[src/rtl/axi4_mgr_sched_pkg.sv]
// axi4_mgr_sched_pkg: shared types and constants for the axi4_mgr request scheduler
package axi4_mgr_sched_pkg;
  typedef enum logic [1:0] {
    IDLE  = 2'd0,
    ISSUE = 2'd1,
    WAIT  = 2'd2,
    RESP  = 2'd3
  } sched_state_e;
  localparam int RSP_WR_BIT = 0;
  localparam int RSP_RD_BIT = 1;
  localparam logic [1:0] AXI_RESP_SLVERR = 2'b10;
endpackage

[src/rtl/axi4_mgr_sched_rr.sv]
// rr_arbiter_comb: combinational round-robin pick, first set bit at or after ptr
module rr_arbiter_comb #(
  parameter int N = 2
) (
  input  logic [N-1:0]         req,
  input  logic [$clog2(N)-1:0] ptr,
  output logic [N-1:0]         gnt,
  output logic [$clog2(N)-1:0] idx
);
  localparam int W = $clog2(N);
  // scan from farthest to nearest so the nearest requester at/after ptr wins
  always_comb begin
    gnt = '0;
    idx = '0;
    for (int i = N - 1; i >= 0; i--)
      if (req[W'((int'(ptr) + i) % N)]) begin
        gnt = '0;
        gnt[W'((int'(ptr) + i) % N)] = 1'b1;
        idx = W'((int'(ptr) + i) % N);
      end
  end
endmodule

[src/rtl/axi4_mgr_sched.sv]
// axi4_mgr_sched: round-robin scheduler sharing one axi4_mgr between requesters
module axi4_mgr_sched
  import axi4_mgr_sched_pkg::*;
#(
  parameter int NUM_REQ          = 2,
  parameter int AXI4_ADDR_WIDTH  = 32,
  parameter int DATA_COUNT_WIDTH = 8,
  parameter int TIMEOUT_CYCLES   = 4096
) (
  input  logic                                  clk_i,
  input  logic                                  rstn_i,
  input  logic [NUM_REQ-1:0]                    req_valid_i,
  output logic [NUM_REQ-1:0]                    req_ready_o,
  input  logic [NUM_REQ-1:0]                    req_rd_i,
  input  logic [NUM_REQ*AXI4_ADDR_WIDTH-1:0]    req_addr_i,
  input  logic [NUM_REQ*DATA_COUNT_WIDTH-1:0]   req_count_i,
  output logic [NUM_REQ-1:0]                    rsp_valid_o,
  output logic [1:0]                            rsp_err_o,
  output logic [1:0]                            mgr_req_o,
  output logic [AXI4_ADDR_WIDTH-1:0]            mgr_wr_addr_o,
  output logic [AXI4_ADDR_WIDTH-1:0]            mgr_rd_addr_o,
  output logic [DATA_COUNT_WIDTH-1:0]           mgr_rd_count_o,
  input  logic [1:0]                            mgr_rsp_i,
  input  logic [1:0]                            mgr_wr_err_i,
  input  logic [1:0]                            mgr_rd_err_i,
  output logic                                  busy_o,
  output logic                                  timeout_o,
  input  logic                                  timeout_clr_i
);
  localparam int PW = $clog2(NUM_REQ);
  localparam int TW = TIMEOUT_CYCLES > 0 ? $clog2(TIMEOUT_CYCLES + 1) : 1;
  sched_state_e                state;
  logic [PW-1:0]               ptr, owner, win_idx;
  logic [NUM_REQ-1:0]          win_gnt;
  logic                        rd_q, done, expired;
  logic [AXI4_ADDR_WIDTH-1:0]  addr_q;
  logic [DATA_COUNT_WIDTH-1:0] count_q;
  logic [1:0]                  err_q;
  logic [TW-1:0]               cnt;
  rr_arbiter_comb #(.N(NUM_REQ)) u_arb (
    .req(req_valid_i),
    .ptr(ptr),
    .gnt(win_gnt),
    .idx(win_idx)
  );
  assign done    = rd_q ? mgr_rsp_i[RSP_RD_BIT] : mgr_rsp_i[RSP_WR_BIT];
  assign expired = (TIMEOUT_CYCLES != 0) && (cnt == TW'(TIMEOUT_CYCLES - 1));
  // ready is masked by reset so every output reads 0 while rstn_i is low
  assign req_ready_o    = (state == IDLE && rstn_i) ? win_gnt : '0;
  assign mgr_req_o      = (state == ISSUE) ? (rd_q ? 2'b10 : 2'b01) : 2'b00;
  assign mgr_wr_addr_o  = (state != IDLE) ? addr_q : '0;
  assign mgr_rd_addr_o  = (state != IDLE) ? addr_q : '0;
  assign mgr_rd_count_o = (state != IDLE) ? count_q : '0;
  assign rsp_valid_o    = (state == RESP) ? NUM_REQ'(1) << owner : '0;
  assign rsp_err_o      = (state == RESP) ? err_q : 2'b00;
  assign busy_o         = state != IDLE;
  always_ff @(posedge clk_i or negedge rstn_i) begin
    if (!rstn_i) begin
      state     <= IDLE;
      ptr       <= '0;
      owner     <= '0;
      rd_q      <= 1'b0;
      addr_q    <= '0;
      count_q   <= '0;
      err_q     <= 2'b00;
      cnt       <= '0;
      timeout_o <= 1'b0;
    end else begin
      if (timeout_clr_i) timeout_o <= 1'b0;
      case (state)
        IDLE: if (|req_valid_i) begin
          owner   <= win_idx;
          rd_q    <= req_rd_i[win_idx];
          addr_q  <= req_addr_i[win_idx*AXI4_ADDR_WIDTH +: AXI4_ADDR_WIDTH];
          count_q <= req_count_i[win_idx*DATA_COUNT_WIDTH +: DATA_COUNT_WIDTH];
          state   <= ISSUE;
        end
        ISSUE: begin
          cnt   <= '0;
          state <= WAIT;
        end
        // completion is checked before expiry so a coincident response still wins
        WAIT: if (done) begin
          err_q <= rd_q ? mgr_rd_err_i : mgr_wr_err_i;
          state <= RESP;
        end else if (expired) begin
          err_q     <= AXI_RESP_SLVERR;
          timeout_o <= 1'b1;
          state     <= RESP;
        end else
          cnt <= (cnt == TW'(TIMEOUT_CYCLES)) ? cnt : cnt + 1'b1;
        RESP: begin
          ptr   <= (owner == PW'(NUM_REQ - 1)) ? '0 : owner + 1'b1;
          state <= IDLE;
        end
        default: state <= IDLE;
      endcase
    end
  end
endmodule

[config.mk]
export PLATFORM = sky130hd
export DESIGN_NAME = axi4_mgr_sched
export DESIGN_NICKNAME = d
export VERILOG_FILES = /design/src/rtl/axi4_mgr_sched_pkg.sv /design/src/rtl/axi4_mgr_sched_rr.sv /design/src/rtl/axi4_mgr_sched.sv
export SDC_FILE = /design/constraint.sdc
export NUM_CORES = 1
export LEC_CHECK = 0
export CAP_MARGIN = 10
export CORE_ASPECT_RATIO = 0.75
export CORE_MARGIN = 2
export CORE_UTILIZATION = 35
export CTS_CLUSTER_SIZE = 12
export DETAILED_ROUTE_END_ITERATION = 16
export DONT_BUFFER_PORTS = 1
export GPL_ROUTABILITY_DRIVEN = 1
export PLACE_DENSITY_LB_ADDON = 0.05
export SYNTH_ARGS = -nofsm -noshare
export SYNTH_HDL_FRONTEND = slang
export SYNTH_SLANG_ARGS = --single-unit
[constraint.sdc]
create_clock -name clk_i -period 1.9 [get_ports clk_i]
set_clock_uncertainty 0.2 [all_clocks]
set_input_delay 0 -clock clk_i [delete_from_list [all_inputs] [get_ports clk_i]]
set_output_delay 0 -clock clk_i [all_outputs]
set_load 0.02 [all_outputs]
* After elaboration in Yosys (flattened, before gate mapping) *
Cells that the tools add are included.
W data, S select, Z words.

operators by class
  $add $sub $neg = 3
  shifts and indexed selects = 3
  reductions and logical operators = 12
  eq/ne operators = 10
  magnitude comparators = 5
  mux-type cells = 38

operators by type and width
  cell                     number
  $shiftx A64 B7 Y32       1
  $mux W13                 3
  $mux W32                 1
  $mux W2                  13
  $pmux W13 S2             1
  $mux W1                  16
  $shiftx A16 B5 Y8        1
  $add A13 B1 Y13 const B  1
  $eq A13 B12 Y1 const B   1
  $eq A13 B13 Y1 const B   1
  $mux W8                  1
  $pmux W2 S4              1
  $lt A1 B3 Y1 const B     2
  $ne A2 B2 Y1 const B     3
  $reduce_and A2 Y1        3
  $reduce_bool A2 Y1       3
  $eq A2 B2 Y1 const B     2
  $reduce_and A4 Y1        1
  $logic_and A1 B1 Y1      3
  $ne A3 B3 Y1 const B     1
  $add A1 B1 Y1 const B    2
  $demux W1 S1             2
  $eq A2 B1 Y1 const B     1
  $ge A1 B1 Y1 const B     2
  5 further kinds          5

storage, ports and cells
  word-level logic and storage cells = 80
  output and inout port bits = 82
  input port bits = 93
  register bits after elaboration = 61

* Longest topological paths before layout *
Gate-level depths: netlist (run 1).

  word-level depth = 8
  mapped depth = 7

* Hierarchy *
Synthesis (run 1) repeated with hierarchy kept, for this count alone.

second synthesis, totals
  cell total of the unflattened synthesis = 393
  area, all modules = 3656.0 um^2

by module, submodules not included
  module           cells each  seq. area each (um^2)  area each (um^2)  instances
  axi4_mgr_sched   389         1526.5                 3628.5            1
  rr_arbiter_comb  4           0.0                    27.5              1

* Least setup slack after synthesis (run 1) *
No wires, ideal clock.

  path kind = flip-flop to flip-flop
  start point = register state[0]
  end point = register state[1]
  cell stages (with the launch flop) = 7
  required time = 1.575 ns
  path buffers = 0
  arrival = 1.714 ns
  period minus slack after synthesis = 2.038 ns
  path slack = -0.138 ns
  path through = dfrtp_1 > inv_1 > ha_1 > inv_1 > or3_1 > o21ai_0 > mux2_2

on the way
  cells in the longest elaborated chain, start to end = 3

RTL lines
  item                                                           line                  RTL
  start: declaration                                             axi4_mgr_sched.sv:32  sched_state_e state;
  start signal: assignment                                       axi4_mgr_sched.sv:59  state <= IDLE;
  start signal: assignment                                       axi4_mgr_sched.sv:76  state <= ISSUE;
  start signal: assignment                                       axi4_mgr_sched.sv:80  state <= WAIT;
  $eq A2 B2 Y1 / $logic_not A2 Y1 (equally long branches)        axi4_mgr_sched.sv:70  case (state)
  $ne A3 B3 Y1 (no line) / $ne A2 B1 Y1 (equally long branches)  n/a
  $reduce_and A2 Y1 (no line)                                    n/a

Several ways; a longest one is shown, not always the timed one.
A chain may end at the register's enable or synchronous reset.

* Worst setup path after layout (run 1) *
  start point = register cnt[1]
  end point = register cnt[11]

on the way
  cells in the longest elaborated chain, start to end = 5

RTL lines
  item                      line                  RTL
  start: declaration        axi4_mgr_sched.sv:39  logic [TW-1:0] cnt;
  start signal: assignment  axi4_mgr_sched.sv:91  cnt <= (cnt == TW'(TIMEOUT_CYCLES)) ? cnt : cnt + 1'b1;
  $add A13 B1 Y13           axi4_mgr_sched.sv:91
  $mux W13                  axi4_mgr_sched.sv:91
  $mux W13                  axi4_mgr_sched.sv:86  end else if (expired) begin
  $mux W13                  axi4_mgr_sched.sv:83  WAIT: if (done) begin
  $pmux W13 S2              axi4_mgr_sched.sv:70

Several ways; a longest one is shown, not always the timed one. The select of a mux whose other input is x is not followed.

==> results_dict.tcl, run 1 <==
set metrics [dict create \
    yosysUniqueCellTypes 42 \
    first_iter_violations 131 \
    cts-htree-levels 3 \
    timing.rr.start "cnt[1]$_DFFE_PN0P_" \
    cp_max_fo 3 \
    hold_path.class "in -> async" \
    die_w_um 122 \
    cp.required_ps 1960 \
    crit_path_end_kind "flop" \
    synth_area_per_cell_um2 9.22 \
    crit_end "cnt[11]$_DFFE_PN0P_" \
    seqPwrFrac 0.233 \
    drive_gt1_frac 0.259 \
    nFillCells 929 \
    grt_max_degree 62 \
    synth-edff-count 0 \
    p_comb_frac 0.574 \
    hold_viol 3 \
    power_density_nw_per_um2 1580 \
    synth_seq_cells 61 \
    critPathArrivalTime_ps 1970 \
    start_util 0.356 \
    ys_async_sr_fraction 1.00 \
    post_drt_wl_per_cell_um 15.4 \
    final.setup.worst_slack_ps -10.0 \
    max_cap_violations 0 \
    crit_slowest_cell "or4b_1" \
    pwr-share-clk 0.193 \
    grtUsageTotal 0.185 \
    clock_latency_ps 320 \
    switching_share 0.428 \
    setup_viol_count_final 2 \
    crit_chain "inv_2, ha_4, nor4b_4, a41oi_2, and2_4, or4b_1, nand3_1" \
    dp_cells 547 \
    path_class "reg -> reg" \
    clkTransAtPathRegs_ps 50 \
    holdWs_ps -3.21 \
    dieHeight_um 92.2 \
    fin_nets 621 \
    io_pins 175 \
    worstSetupStartpoint "cnt[1]$_DFFE_PN0P_" \
    syn_to_final_growth_pct 52.9 \
    wl_met2_um 4560 \
    dr_total_vias 3155 \
    r2r-end "cnt[11]$_DFFE_PN0P_" \
    routed_wirelength_um 10200 \
    synth_commonest_cells "61 x dfrtp_1, 59 x o21ai_0, 58 x nand2_1" \
    numCtsBuffers 9 \
    slew_viol_final 0 \
    dpl.hpwl_um 6360 \
    top_layer_used "met4" \
    finalWeightedCongestion 0.848 \
    p_switching_w 0.00376 \
    overflow 0 \
    critPathMaxStageDelay_ps 420 \
    cts_tree "yes" \
    rows 32 \
    rrSetupSlack_ps -10 \
    worstSetupStartpointType "flop" \
    tns_ps -12.4 \
    leakagePower_nw 2.68 \
    io_buffers 0 \
    antenna_found_initial 1 \
    synth_top_area_frac 0.420 \
    clockBufferDepth 2 \
    dr.pass1.iters 4 \
    vdd_drop_max_v 0.000772 \
    synth_top_area_cell "dfrtp_1" \
    dieArea_um2 11200 \
    diodes 0 \
    synth_nets 494 \
    grt_pass1_wl_um 15900 \
    synth_ff_type "dfrtp_1" \
    wl_met1_um 4850 \
    first_global_vias 3151 \
    viasPerCell 4.77 \
    max_freq_ghz 0.524 \
    core_area_um2 10200 \
    yosysSeqAreaShare 0.420 \
    rsz0062_at_grt "true" \
    yosysWarnings 0 \
    status "finished, violations left" \
    numClockSinks 61 \
    final_cells 662 \
    wl_met3_um 628 \
    ant_nets 0 \
    syn_inst 394 \
    drcViolationCount 0 \
    violations "negative hold slack, negative setup slack" \
    synth.most_common_cell "dfrtp_1" \
    ff2ff_path_depth 7 \
    p_int_w 0.00502 \
    synth_top_cells_by_area "dfrtp_1 42%, mux2i_1 12%, o21ai_0 8.1%" \
    period_share 1.01 \
    cts_root_buffer "clkbuf_16" \
    synth.cell_area_um2 3630 \
    period_needed_ps 1910 \
]
-- layout by cell type, fill, tap and decap left out, drive strengths merged, types with 2 or more instances in the layout --
cell	n
inv	9
clkbuf	14
o21ai	59
mux2i	44
and2	7
nand3	5
nor2b	40
nor2	9
a41oi	2
dfrtp	61
buf	75
a21oi	3
and3	6
ha	7
a31oi	4
nor4b	2
and4	2
nand2	58
nand4	6
dlygate4sd3	92
nor3	2
nor4	2
-- power by group through the flow --
stage	registers, W	logic [W]	clock network [W]
2_1_floorplan	0.00200	0.00354	0
3_3_place_gp	0.00205	0.00440	0
3_5_place_dp	0.00206	0.00444	0
4_1_cts	0.00205	0.00483	0.00175
5_1_grt	0.00212	0.00550	0.00181
6_report	0.00205	0.00504	0.00169
-- per-layer routing --
layer / vias to the layer above / global-route usage
li1: 1575 / -
met1: 1437 / 0.243
met2: 126 / 0.289
met3: 17 / 0.0622
met4: 0 / 0.0536
met5: - / 0
-- sequential cells by signal, indices dropped and copies added (netlist names) --
name / count
timeout_o: 1
count_q: 8
addr_q: 32
owner: 1
state: 2
cnt: 13
ptr: 1
err_q: 2
rd_q: 1
-- critical path: cells and delay by family (launching register included) --
kind	cells	cell delay, ps
DFF	1	350
and+or+nand+nor	4	810
AOI/OAI and AO/OA	1	260
buffers and inverters	1	60
adders and majority gates	1	160
-- worst min-delay path by stage --
stage	startpoint	to	slack, ps
2_1_floorplan	rstn_i	addr_q[0]$_DFFE_PN0P_	-500
3_3_place_gp	rstn_i	rd_q$_DFFE_PN0P_	-490
3_5_place_dp	rstn_i	rd_q$_DFFE_PN0P_	-490
4_1_cts	rstn_i	rd_q$_DFFE_PN0P_	10
5_1_grt	rstn_i	rd_q$_DFFE_PN0P_	50
6_report	rstn_i	err_q[1]$_DFFE_PN0P_	-3
-- cell type report --
cell class | instances | area [um^2] | share of cell area
Multi-Input combinational cell | 272 | 1900 | 0.341
Timing Repair Buffer | 168 | 1620 | 0.291
Sequential cell | 61 | 1530 | 0.275
Clock buffer | 13 | 270 | 0.0486
Tap cell | 136 | 170 | 0.0306
Clock inverter | 3 | 42.5 | 0.00766
Inverter | 9 | 33.8 | 0.00608
-- cells by family (layout without fill, tap and decap cells) --
kind of cell / after synthesis / in the layout / share of synthesized area
AO/OA/AOI/OAI: 73 / 73 / 0.108
adder cells (fa/ha/maj): 7 / 7 / 0.0241
buffers and inverters: 61 / 193 / 0.101
flip-flops: 61 / 61 / 0.420
multiplexers: 45 / 45 / 0.128
other: 1 / 1 / 0.00103
AND/OR/NAND/NOR: 146 / 146 / 0.218
-- repair_timing --
item                                    CTS  global route
hold buffers                             93             0
pin swaps                                 4             8
setup buffers                             1             3
endpoints found under the setup margin   50            51
resized for setup                        23            26
cloned                                    0             2
endpoints found under the hold margin   108             0
-- per-stage QoR --
step           utilization  power, W  setup WS, ps  hold WS, ps  cell area [um^2]
2_1_floorplan            -   0.00554          12.6         -496              3650
3_3_place_gp         0.397   0.00645          -188         -493              4050
3_5_place_dp         0.397   0.00650          -229         -493              4050
4_1_cts              0.531   0.00864         -26.9         14.5              5420
5_1_grt              0.544   0.00944         -99.8         48.3              5560
6_report             0.544   0.00879         -10.0        -3.21              5560
(Power assumes the default switching activity.)
==> run 2: changes to the inputs <==
--- a/config.mk
+++ b/config.mk
@@ -6,7 +6,6 @@
 export NUM_CORES = 1
 export LEC_CHECK = 0
 export CAP_MARGIN = 10
-export CORE_ASPECT_RATIO = 0.75
 export CORE_MARGIN = 2
 export CORE_UTILIZATION = 35
 export CTS_CLUSTER_SIZE = 12
==> results_dict.tcl, run 2 (same netlist as run 1, synthesis figures left out) <==
set metrics [dict create \
    layout_common_cells "92 x dlygate4sd3_1, 59 x dfrtp_1, 56 x nand2_1" \
    fin_nets 637 \
    dieHeight_um 106 \
    clock_latency_ps 340 \
    p_int_w 0.00521 \
    drive_gt1_frac 0.334 \
    leakagePower_nw 2.83 \
    dpl.hpwl_um 6210 \
    diodes 0 \
    hold_path.class "in -> async" \
    cp_max_fo 8 \
    vdd_drop_max_v 0.000935 \
    power_density_nw_per_um2 1580 \
    slew_viol_final 0 \
    critPathArrivalTime_ps 1750 \
    largest_reg_flops 32 \
    clockBufferDepth 2 \
    cts_root_buffer "clkbuf_8" \
    final_common_cell "dlygate4sd3_1" \
    die_w_um 106 \
    post_drt_wl_per_cell_um 16.5 \
    path_class "reg -> out" \
    seqPwrFrac 0.224 \
    status "finished, violations left" \
    dpl_worst_slack_ps -174 \
    dr_total_vias 3299 \
    routed_wirelength_um 11200 \
    period_share 1.03 \
    dr.pass1.iters 4 \
    grt_pass1_wl_um 16500 \
    final_cells 678 \
    drcViolationCount 0 \
    numClockSinks 61 \
    finalWeightedCongestion 0.859 \
    pwr-share-clk 0.126 \
    first_global_vias 3260 \
    fin_total_pwr_w 0.00930 \
    viasPerCell 4.87 \
    cts_tree "yes" \
    cts-htree-levels 3 \
    switching_share 0.440 \
    dp_cells 555 \
    setup_viol_count_final 56 \
    holdWs_ps 4.51 \
    top_usage_layer "met2" \
    seq_area_um2 1530 \
    overflow 0 \
    nFillCells 884 \
    start_util 0.357 \
    numCtsBuffers 9 \
    grt_max_degree 68 \
    violations "negative setup slack" \
    top_register "addr_q" \
    grtUsageTotal 0.189 \
    io_pins 175 \
    grtUsageMet3 0.0337 \
    p_switching_w 0.00409 \
    first_iter_violations 110 \
    period_needed_ps 1950 \
    dieArea_um2 11200 \
    rows 37 \
    cp.required_ps 1700 \
    syn_to_final_growth_pct 62.4 \
    use_met1 0.236 \
    hold_viol 0 \
    core_area_um2 10200 \
    rsz0062_at_grt "true" \
    use_met2 0.329 \
    max_cap_violations 0 \
    p_comb_frac 0.650 \
    antenna_found_initial 0 \
    io_buffers 0 \
    multi_input_area_um2 2080 \
    ant_nets 0 \
    final.setup.worst_slack_ps -48.6 \
    top_regs "addr_q x32, cnt x13, count_q x8" \
    worstSetupStartpointType "flop" \
    crit_path_end_kind "primary output" \
    max_freq_ghz 0.513 \
    clkTransAtPathRegs_ps 70 \
]
==> run 2: cell types whose count changed in the layout (fill, tap and decap cells not counted), moves of 3 or more <==
cell	change
clkbuf_16	-7
o21ai_0	-6
o21ai_1	+3
buf_6	+26
nor2b_4	+15
buf_4	-13
nor2b_1	-19
clkbuf_8	+7
nor2b_2	+4
o21ai_2	+3
==> run 2: final timing paths <==
check                                  startpoint                      to  slack (ps)  depth (start not counted)
max                          state[1]$_DFFE_PN0P_       mgr_rd_addr_o[29]         -50                          7
min                                        rstn_i     cnt[11]$_DFFE_PN0P_           5                          2
max reg2reg                  state[1]$_DFFE_PN0P_    state[1]$_DFFE_PN0P_         -30                          7
min reg2reg                addr_q[24]$_DFFE_PN0P_  addr_q[24]$_DFFE_PN0P_         270                          2
max in group asynchronous                  rstn_i      cnt[9]$_DFFE_PN0P_        1200                          2
min in group clk_i                         rstn_i          req_ready_o[0]          60                          1
==> run 2: final cells by class <==
type,instances,share of cell area
inverter,9,0.00615
multi-input combinational,272,0.353
timing repair buffer,184,0.320
clock buffer,12,0.0246
sequential,61,0.259
tap,136,0.0288
clock inverter,4,0.00806
==> run 2: routing by layer <==
metal,up-vias,routed length [um]
li1,1606,-
met1,1575,4620
met2,103,5910
met3,15,484
met4,0,161
met5,-,0
==> run 2: stage by stage <==
step,util,TNS (ps),cell area (um^2)
final,0.579,-1550,5900
after CTS,0.530,-6.38,5400
after global placement,0.403,-966,4100
after floorplan,-,0,3650
after detailed placement,0.403,-1160,4100
after global routing,0.579,-6420,5900
==> run 2: timing repair <==
item,in CTS,in global routing
gates resized for setup,28,97
setup buffers,3,7
setup endpoints to repair,75,77
gates cloned,1,3
pin swaps,4,9
endpoints found under the hold margin,108,0
hold buffers,94,0
==> run 2: worst max-delay path: stages (launching register included) <==
cell       delay, ps
dfrtp_2          430
inv_4             50
buf_6            120
ha_4             170
buf_12           150
clkbuf_16        180
nor2b_2          130
buf_6            150
==> run 2: power by group through the flow <==
stage	sequential (W)	clock (W)	combinational, W
final	0.00208	0.00117	0.00605
after global routing	0.00215	0.00127	0.00650
after CTS	0.00204	0.00120	0.00502
after detailed placement	0.00206	0	0.00449
after global placement	0.00205	0	0.00445
after floorplan	0.00200	0	0.00354
==> run 3: changes to the inputs <==
--- a/config.mk
+++ b/config.mk
@@ -12,6 +12,7 @@
 export DETAILED_ROUTE_END_ITERATION = 16
 export DONT_BUFFER_PORTS = 1
 export GPL_ROUTABILITY_DRIVEN = 1
+export HOLD_SLACK_MARGIN = 0.06
 export PLACE_DENSITY_LB_ADDON = 0.05
 export SYNTH_ARGS = -nofsm -noshare
 export SYNTH_HDL_FRONTEND = slang
==> results_dict.tcl, run 3 (same netlist as run 1, synthesis figures left out) <==
set metrics [dict create \
    status "finished, violations left" \
    violations "negative setup slack" \
    rrSetupSlack_ps -30 \
    drive_gt1_frac 0.336 \
    largest_reg_flops 32 \
    cp_max_fo 8 \
    drcViolationCount 0 \
    fin_nets 636 \
    clkTransAtPathRegs_ps 70 \
    layout_common_cells "92 x dlygate4sd3_1, 59 x dfrtp_1, 55 x nand2_1" \
    hold_start "req_valid_i[0]" \
    power_density_nw_per_um2 1580 \
    first_iter_violations 110 \
    final_common_cell "dlygate4sd3_1" \
    ant_nets 0 \
    period_share 1.03 \
    core_area_um2 10200 \
    setup_viol_count_final 56 \
    grt_pass1_wl_um 16400 \
    final.setup.worst_slack_ps -50.4 \
    numClockSinks 61 \
    fin_total_pwr_w 0.00929 \
    routed_wirelength_um 11200 \
    r2r-end "state[1]$_DFFE_PN0P_" \
    clock_latency_ps 340 \
    worstSetupStartpointType "flop" \
    ff2ff_path_depth 7 \
    io_buffers 0 \
    max_freq_ghz 0.513 \
    cts_root_buffer "clkbuf_8" \
    cp.required_ps 1700 \
    crit_end "mgr_rd_addr_o[29]" \
    diodes 0 \
    dieArea_um2 11200 \
    timing.rr.start "state[1]$_DFFE_PN0P_" \
    period_needed_ps 1950 \
    rows 37 \
    leakagePower_nw 2.82 \
    cts_tree "yes" \
    dr.pass1.iters 4 \
    dr_total_vias 3297 \
    cts-htree-levels 3 \
    top_regs "addr_q x32, cnt x13, count_q x8" \
    vdd_drop_max_v 0.000939 \
    viasPerCell 4.87 \
    dieHeight_um 106 \
    die_w_um 106 \
    overflow 0 \
    clockBufferDepth 2 \
    max_cap_violations 0 \
    first_global_vias 3258 \
    worstSetupStartpoint "state[1]$_DFFE_PN0P_" \
    post_drt_wl_per_cell_um 16.6 \
    antenna_found_initial 0 \
    rsz0062_at_grt "true" \
    syn_to_final_growth_pct 62.0 \
    dpl.hpwl_um 6210 \
    start_util 0.357 \
    grt_max_degree 68 \
    hold_path.class "in -> out" \
    io_pins 175 \
    top_register "addr_q" \
    hold_viol 0 \
    crit_path_end_kind "primary output" \
    path_class "reg -> out" \
    numCtsBuffers 9 \
    critPathArrivalTime_ps 1750 \
    slew_viol_final 0 \
    dpl_worst_slack_ps -174 \
    finalWeightedCongestion 0.859 \
    grtUsageTotal 0.188 \
    holdWs_ps 83.1 \
]
run 3: changes by cell type in the layout (fill, tap and decap cells not counted), sizes merged:
cell / change
dlymetal6s4s: -1
run 3: worst min-delay path by stage:
stage,cells past startpoint,end
after floorplan,0,addr_q[0]$_DFFE_PN0P_
after global placement,0,cnt[10]$_DFFE_PN0P_
after detailed placement,0,cnt[0]$_DFFE_PN0P_
after CTS,2,timeout_o$_DFF_PN0_
after global routing,1,req_ready_o[0]
final,1,req_ready_o[0]
run 3: per-stage QoR:
| stage | cells | area, um^2 | TNS [ps] | utilization |
|---|---|---|---|---|
| 2_1_floorplan | 394 | 3650 | 0 | - |
| 3_3_place_gp | 555 | 4100 | -966 | 0.403 |
| 3_5_place_dp | 555 | 4100 | -1160 | 0.403 |
| 4_1_cts | 667 | 5390 | -6.38 | 0.529 |
| 5_1_grt | 677 | 5890 | -6400 | 0.578 |
| 6_report | 677 | 5890 | -1660 | 0.578 |
run 3: report_power, final:
part | switching, W | internal (W)
Sequential | 0.000278 | 0.00181
Clock | 0.000532 | 0.000639
Combinational | 0.00329 | 0.00275
Total | 0.00410 | 0.00519
run 3: metal layers:
layer  part of all wire  up-vias  GRT usage  wire length (um)
met5                  0        -          0                 0
met4              0.015        0     0.0639               167
met3              0.041       15     0.0337               464
met2               0.52       98      0.329              5880
met1               0.42     1586      0.234              4720
li1                   -     1598          -                 -
run 3: timing repair:
action	in CTS	in global routing
gates resized for setup	28	96
setup endpoints to repair	75	77
endpoints found under the hold margin	112	0
setup buffers	3	7
gates cloned	1	3
pin swaps	4	9
hold buffers	93	0
run 3: area by class of cell:
type	instances	area [um^2]
clock buffer	12	145
clock inverter	4	47.5
fill	884	4300
inverter	9	36.3
multi-input combinational	272	2090
sequential	61	1530
tap	136	170
timing repair buffer	183	1870
run 3: worst max-delay path: stages (launching register included):
cell       delay, ps
dfrtp_2          430
inv_4             50
buf_6            120
ha_4             170
buf_12           150
clkbuf_16        180
nor2b_2          130
buf_6            150
